$ cat src/rtl/mem_arb_pkg.sv
// Shared types and default widths for the data-memory arbiter between
// the CPU MEM stage and the camera pixel writer.
package mem_arb_pkg;

   localparam int ADDR_W_DEF = 18;
   localparam int DATA_W_DEF = 32;

   typedef enum logic [1:0] {
      IDLE   = 2'd0,
      CPU_RD = 2'd1,
      CAM    = 2'd2
   } arb_state_t;

endpackage

$ cat src/rtl/arb_sat_counter.sv
// Saturating up-counter with synchronous clear. When clear and increment
// are both asserted, the counter restarts from zero and counts once.
module arb_sat_counter
   import mem_arb_pkg::*;
#(
   parameter int MAX_VAL = 4,
   parameter int CNT_W   = $clog2(MAX_VAL + 1)
) (
   input  logic             clk,
   input  logic             rst_n,
   input  logic             clr_i,
   input  logic             inc_i,
   output logic [CNT_W-1:0] cnt_o
);

   logic [CNT_W-1:0] cnt_q;
   logic [CNT_W-1:0] cnt_d;
   logic [CNT_W-1:0] base_s;

   // next count: optional clear, then increment unless already saturated
   always_comb begin
      base_s = clr_i ? '0 : cnt_q;
      if (inc_i && (base_s < CNT_W'(MAX_VAL))) begin
         cnt_d = base_s + CNT_W'(1);
      end else begin
         cnt_d = base_s;
      end
   end

   // count register
   always_ff @(posedge clk or negedge rst_n) begin
      if (!rst_n) begin
         cnt_q <= '0;
      end else begin
         cnt_q <= cnt_d;
      end
   end

   assign cnt_o = cnt_q;

endmodule

$ cat src/rtl/data_mem_arbiter.sv
// Arbitrates the single-port data memory between the CPU MEM stage and the
// camera writer, stalling the pipeline while the CPU waits.
module data_mem_arbiter
   import mem_arb_pkg::*;
#(
   parameter int ADDR_W       = ADDR_W_DEF,
   parameter int DATA_W       = DATA_W_DEF,
   parameter int CAM_BURST    = 4,
   parameter int CAM_MAX_WAIT = 8
) (
   input  logic              clk,
   input  logic              rst_n,
   input  logic              MemReadM,
   input  logic              MemWriteM,
   input  logic [ADDR_W-1:0] ALUResultM,
   input  logic [DATA_W-1:0] WriteDataM,
   output logic [DATA_W-1:0] ReadDataM,
   output logic              StallM,
   input  logic              cam_valid,
   input  logic [ADDR_W-1:0] cam_addr,
   input  logic [DATA_W-1:0] cam_data,
   output logic              cam_ready,
   output logic              mem_en,
   output logic              mem_we,
   output logic [ADDR_W-1:0] mem_addr,
   output logic [DATA_W-1:0] mem_wdata,
   input  logic [DATA_W-1:0] mem_rdata
);

   localparam int BURST_W = $clog2(CAM_BURST + 1);
   localparam int WAIT_W  = $clog2(CAM_MAX_WAIT + 1);

   arb_state_t        state_q, state_d;
   logic [DATA_W-1:0] read_data_q, read_data_d;
   logic [BURST_W-1:0] burst_cnt_s;
   logic [WAIT_W-1:0]  wait_cnt_s;
   logic burst_clr_s, burst_inc_s, wait_clr_s, wait_inc_s;
   logic cpu_req_s, cam_forced_s, last_beat_s;
   logic stall_s, ready_s, en_s, we_s;
   logic [ADDR_W-1:0] addr_s;
   logic [DATA_W-1:0] wdata_s;

   assign cpu_req_s    = MemReadM | MemWriteM;
   assign cam_forced_s = cam_valid && (wait_cnt_s == WAIT_W'(CAM_MAX_WAIT));
   // burst_cnt is zero in IDLE, so this also marks a grant that is the last beat
   assign last_beat_s  = (burst_cnt_s == BURST_W'(CAM_BURST - 1));

   // next state, port muxing and counter controls
   always_comb begin
      state_d     = state_q;
      read_data_d = read_data_q;
      stall_s     = 1'b0;
      ready_s     = 1'b0;
      en_s        = 1'b0;
      we_s        = 1'b0;
      addr_s      = '0;
      wdata_s     = '0;
      burst_clr_s = 1'b0;
      burst_inc_s = 1'b0;
      wait_clr_s  = 1'b0;
      wait_inc_s  = 1'b0;
      case (state_q)
         IDLE: begin
            if (cpu_req_s && !cam_forced_s) begin
               en_s    = 1'b1;
               we_s    = MemWriteM;
               addr_s  = ALUResultM;
               wdata_s = WriteDataM;
               if (MemReadM) begin
                  stall_s = 1'b1;
                  state_d = CPU_RD;
               end else begin
                  state_d = IDLE;
               end
               if (cam_valid) begin
                  wait_inc_s = 1'b1;
               end else begin
                  wait_clr_s = 1'b1;
               end
            end else if (cam_valid) begin
               ready_s    = 1'b1;
               en_s       = 1'b1;
               we_s       = 1'b1;
               addr_s     = cam_addr;
               wdata_s    = cam_data;
               stall_s    = cpu_req_s;
               wait_clr_s = 1'b1;
               if (last_beat_s) begin
                  burst_clr_s = 1'b1;
                  state_d     = IDLE;
               end else begin
                  burst_inc_s = 1'b1;
                  state_d     = CAM;
               end
            end else begin
               wait_clr_s = 1'b1;
            end
         end
         CPU_RD: begin
            read_data_d = mem_rdata;
            state_d     = IDLE;
         end
         CAM: begin
            stall_s = cpu_req_s;
            if (cam_valid) begin
               ready_s = 1'b1;
               en_s    = 1'b1;
               we_s    = 1'b1;
               addr_s  = cam_addr;
               wdata_s = cam_data;
               if (last_beat_s) begin
                  burst_clr_s = 1'b1;
                  state_d     = IDLE;
               end else begin
                  burst_inc_s = 1'b1;
                  state_d     = CAM;
               end
            end else begin
               burst_clr_s = 1'b1;
               state_d     = IDLE;
            end
         end
         default: begin
            state_d = IDLE;
         end
      endcase
   end

   // state and read-data registers
   always_ff @(posedge clk or negedge rst_n) begin
      if (!rst_n) begin
         state_q     <= IDLE;
         read_data_q <= '0;
      end else begin
         state_q     <= state_d;
         read_data_q <= read_data_d;
      end
   end

   arb_sat_counter #(
      .MAX_VAL (CAM_MAX_WAIT),
      .CNT_W   (WAIT_W)
   ) u_wait_cnt (
      .clk   (clk),
      .rst_n (rst_n),
      .clr_i (wait_clr_s),
      .inc_i (wait_inc_s),
      .cnt_o (wait_cnt_s)
   );

   arb_sat_counter #(
      .MAX_VAL (CAM_BURST),
      .CNT_W   (BURST_W)
   ) u_burst_cnt (
      .clk   (clk),
      .rst_n (rst_n),
      .clr_i (burst_clr_s),
      .inc_i (burst_inc_s),
      .cnt_o (burst_cnt_s)
   );

   // outputs are forced low while reset is held so no beat is acknowledged
   assign StallM    = rst_n & stall_s;
   assign cam_ready = rst_n & ready_s;
   assign mem_en    = rst_n & en_s;
   assign mem_we    = rst_n & we_s;
   assign mem_addr  = rst_n ? addr_s : '0;
   assign mem_wdata = rst_n ? wdata_s : '0;
   assign ReadDataM = read_data_q;

endmodule

$ cat config.mk
export PLATFORM = sky130hd
export DESIGN_NAME = data_mem_arbiter
export DESIGN_NICKNAME = d
export VERILOG_FILES = /design/src/rtl/mem_arb_pkg.sv /design/src/rtl/arb_sat_counter.sv /design/src/rtl/data_mem_arbiter.sv
export SDC_FILE = /design/constraint.sdc
export NUM_CORES = 1
export LEC_CHECK = 0
export CAP_MARGIN = 10
export CORE_ASPECT_RATIO = 1.1
export CORE_MARGIN = 2
export CORE_UTILIZATION = 33
export CTS_BUF_LIST = sky130_fd_sc_hd__clkbuf_4 sky130_fd_sc_hd__clkbuf_8 sky130_fd_sc_hd__clkbuf_16
export DETAILED_ROUTE_END_ITERATION = 10
export PLACE_DENSITY = 0.95
export SYNTH_ARGS = -nofsm -noshare
export SYNTH_HDL_FRONTEND = slang
export SYNTH_SLANG_ARGS = --single-unit
$ cat constraint.sdc
create_clock -name clk -period 3.9 [get_ports clk]
set_input_delay 0.78 -clock clk [delete_from_list [all_inputs] [get_ports clk]]
set_output_delay 0.78 -clock clk [all_outputs]
set_load 0.05 [all_outputs]
==> metrics <==
Rel. slew slack between 60% and 70%; most common cell in the synthesized netlist a22o_1; clk slew on worst S/H paths around 0.080 ns; max-slew violation count 0; post_cts resized 0; setup TNS 0 ns; total I/O pin count between 200 and 250; antenna cells 0; synth cell count leaders a22o_1 (49), dfrtp_1 (41), mux2_2 (30); asr flop ratio synth between 90% and 100%; Tot GR Track Use 24.7%; worst min path class input pin to asynchronous set/reset pin; top cells by area, synth dfrtp_1 (44%), a22o_1 (18%), mux2_2 (15%); CTS tree done; DRT iter0 DRCs slightly below 70; TritonCTS Buffers 5; die area 0.00774 mm²; Routability Congestion between 0.8 and 0.9; wire length of the first global-routing pass roughly 15 mm; switching share of power 42.4%; placed cell count 500; WL per Instance about 20 µm; DRC Markers 0; Max Fclk around 0.28 GHz; clock share of power about 15%; non-filler instance count after layout roughly 510; Mapped Area 0.00233 mm²; Post-synth EDFFs 0; total leakage power around 2.1 nW; share of the synthesized area in the top cell type 44.1%; NetSw 990 µW; Detailed Route WL between 9 and 10 mm; Max Cap Violations 0; die width ~84 µm; initial core utilization ~34%; Mapped Cells approximately 210; Area growth, synth to finish 124%; root buffer cell clkbuf_8; post-layout min period ~3.6 ns; Syn. warnings 0; Site Rows 32; CP max FO 12; post-CTS setup buffers 0; Layout fillers ~450; Internal Power roughly 1.3 mW; sequential cell fraction of total power a little over a quarter; Final setup viols 0; RSZ-0062 raised after global routing false; Core ar. slightly below 0.007 mm²; Tcrit/Tclk final between 90% and 100%; Synth Flop Type dfrtp_1; H-tree levels 2; Mapped Nets about 350; Netlist cell types 32; outcome complete, no violations; Via density roughly 5.2; share of post-route cells with drive strength above 1 a little under a quarter; Final Net Count 561; hold_buf cts 0; Synth area leader dfrtp_1; Critical Path RT 3.12 ns; WS Path Type input pin to output port; die height between 90 and 100 µm; HPWL Detailed just over 8 mm; register area share after synthesis around 44%; #FFs+latches synth 41; Final Hold Violating Endpoints 0; Critical Path End Type output port; Worst EP arrival 2.85 ns; Setup crit start kind input pin; Synth Area per Inst approximately 11 µm²; Final ANT Viol Nets 0; vias in the first global route roughly 2800; slew at the pin with the worst max-slew slack roughly 0.56 ns; remaining global-route overflow 0; initial antenna violation count 0; final clock skew 0.00429 ns; # port buffers about 220; largest net degree at the start of global routing 50; Comb pwr share around three fifths; Worst-Skew Late Latency between 0.2 and 0.3 ns; Peak VDD IR 0.443 mV; power per cell area about 450 mW/mm²; clk sinks 41; Max clock buf depth 2; DR pass1 iterations 6; total number of vias approximately 2600
final timing paths:
path / from / end / slack [ns] / depth (start not counted)
min: rst_n / u_wait_cnt.cnt_o[3]$_DFF_PN0_ / 0.33 / 1
min in group clk: ReadDataM[19]$_DFFE_PN0N_ / ReadDataM[19]$_DFFE_PN0N_ / 0.51 / 1
max reg2reg: u_wait_cnt.cnt_o[2]$_DFF_PN0_ / u_burst_cnt.cnt_o[1]$_DFF_PN0_ / 1.90 / 6
max in group asynchronous: rst_n / ReadDataM[17]$_DFFE_PN0N_ / 2.88 / 2
min reg2reg: ReadDataM[19]$_DFFE_PN0N_ / ReadDataM[19]$_DFFE_PN0N_ / 0.51 / 1
max: cam_valid / StallM / 0.27 / 5
final cells by class:
cell class                      instances  area (µm²)  area share [%]
Sequential cell                        41        1030            19.7
Tap cell                               85         106            2.04
Inverter                                5        18.8           0.360
Clock buffer                            6        76.3            1.46
Clock inverter                          2        38.8           0.744
Multi-Input combinational cell        143        1190            22.8
Timing Repair Buffer                  226        2760            52.9
power by group through the flow:
stage | combinational (mW) | clock (mW) | sequential [mW]
floorplan | 0.424 | 0 | 0.955
global placement | 1.35 | 0 | 0.614
detailed placement | 1.37 | 0 | 0.628
CTS | 1.38 | 0.359 | 0.621
global route | 1.42 | 0.375 | 0.637
finish | 1.37 | 0.348 | 0.620
logic make-up after synthesis:
logic type | count (synthesis) | share of synthesized area (%)
and+or+nand+nor | 34 | 8.49
DFF | 41 | 44.1
adders and majority gates | 2 | 1.07
AOI/OAI and AO/OA | 75 | 25.6
muxes | 32 | 15.5
buffers and inverters | 22 | 5.27
cells in the final DEF (no fill, tap or decap), types with 5 or more instances in the layout:
master / instances
a21oi_1: 7
clkdlybuf4s50_1: 170
a22o_1: 49
mux2_2: 30
inv_1: 5
nor2_1: 7
o21ai_0: 10
dfrtp_1: 41
buf_12: 51
nand2_1: 8
clkbuf_8: 5
registers in the layout (all words and copies together) (netlist names):
signal and count:
ReadDataM 32, u_wait_cnt.cnt_o 4, u_burst_cnt.cnt_o 3, state_q 2
through the flow:
| stage | hold WS, ns | util [%] | power [mW] | setup WS (ns) | cell area (µm²) |
|---|---|---|---|---|---|
| 5_1_grt | 0.331 | 75.3 | 2.43 | 0.162 | 5210 |
| 4_1_cts | 0.326 | 75.3 | 2.36 | 0.287 | 5210 |
| 3_3_place_gp | 0.473 | 73.6 | 1.96 | 0.382 | 5100 |
| 6_report | 0.330 | 75.3 | 2.33 | 0.269 | 5210 |
| 3_5_place_dp | 0.492 | 73.6 | 2.00 | 0.287 | 5100 |
| 2_1_floorplan | 0.484 | - | 1.38 | 0.942 | 2330 |
worst max-delay path, stage by stage:
cell and delay (ns):
clkdlybuf4s50_1 0.70, and2_1 0.24, o21ai_0 0.09, a21oi_1 0.18, clkdlybuf4s50_1 0.85
layer usage:
metal  wire length (µm)  global-route usage (%)
met1               3630                    27.7
met2               4990                    42.2
met5                  0                       0
met3                936                    8.64
met4                393                    11.2
(Power assumes the default switching activity.)
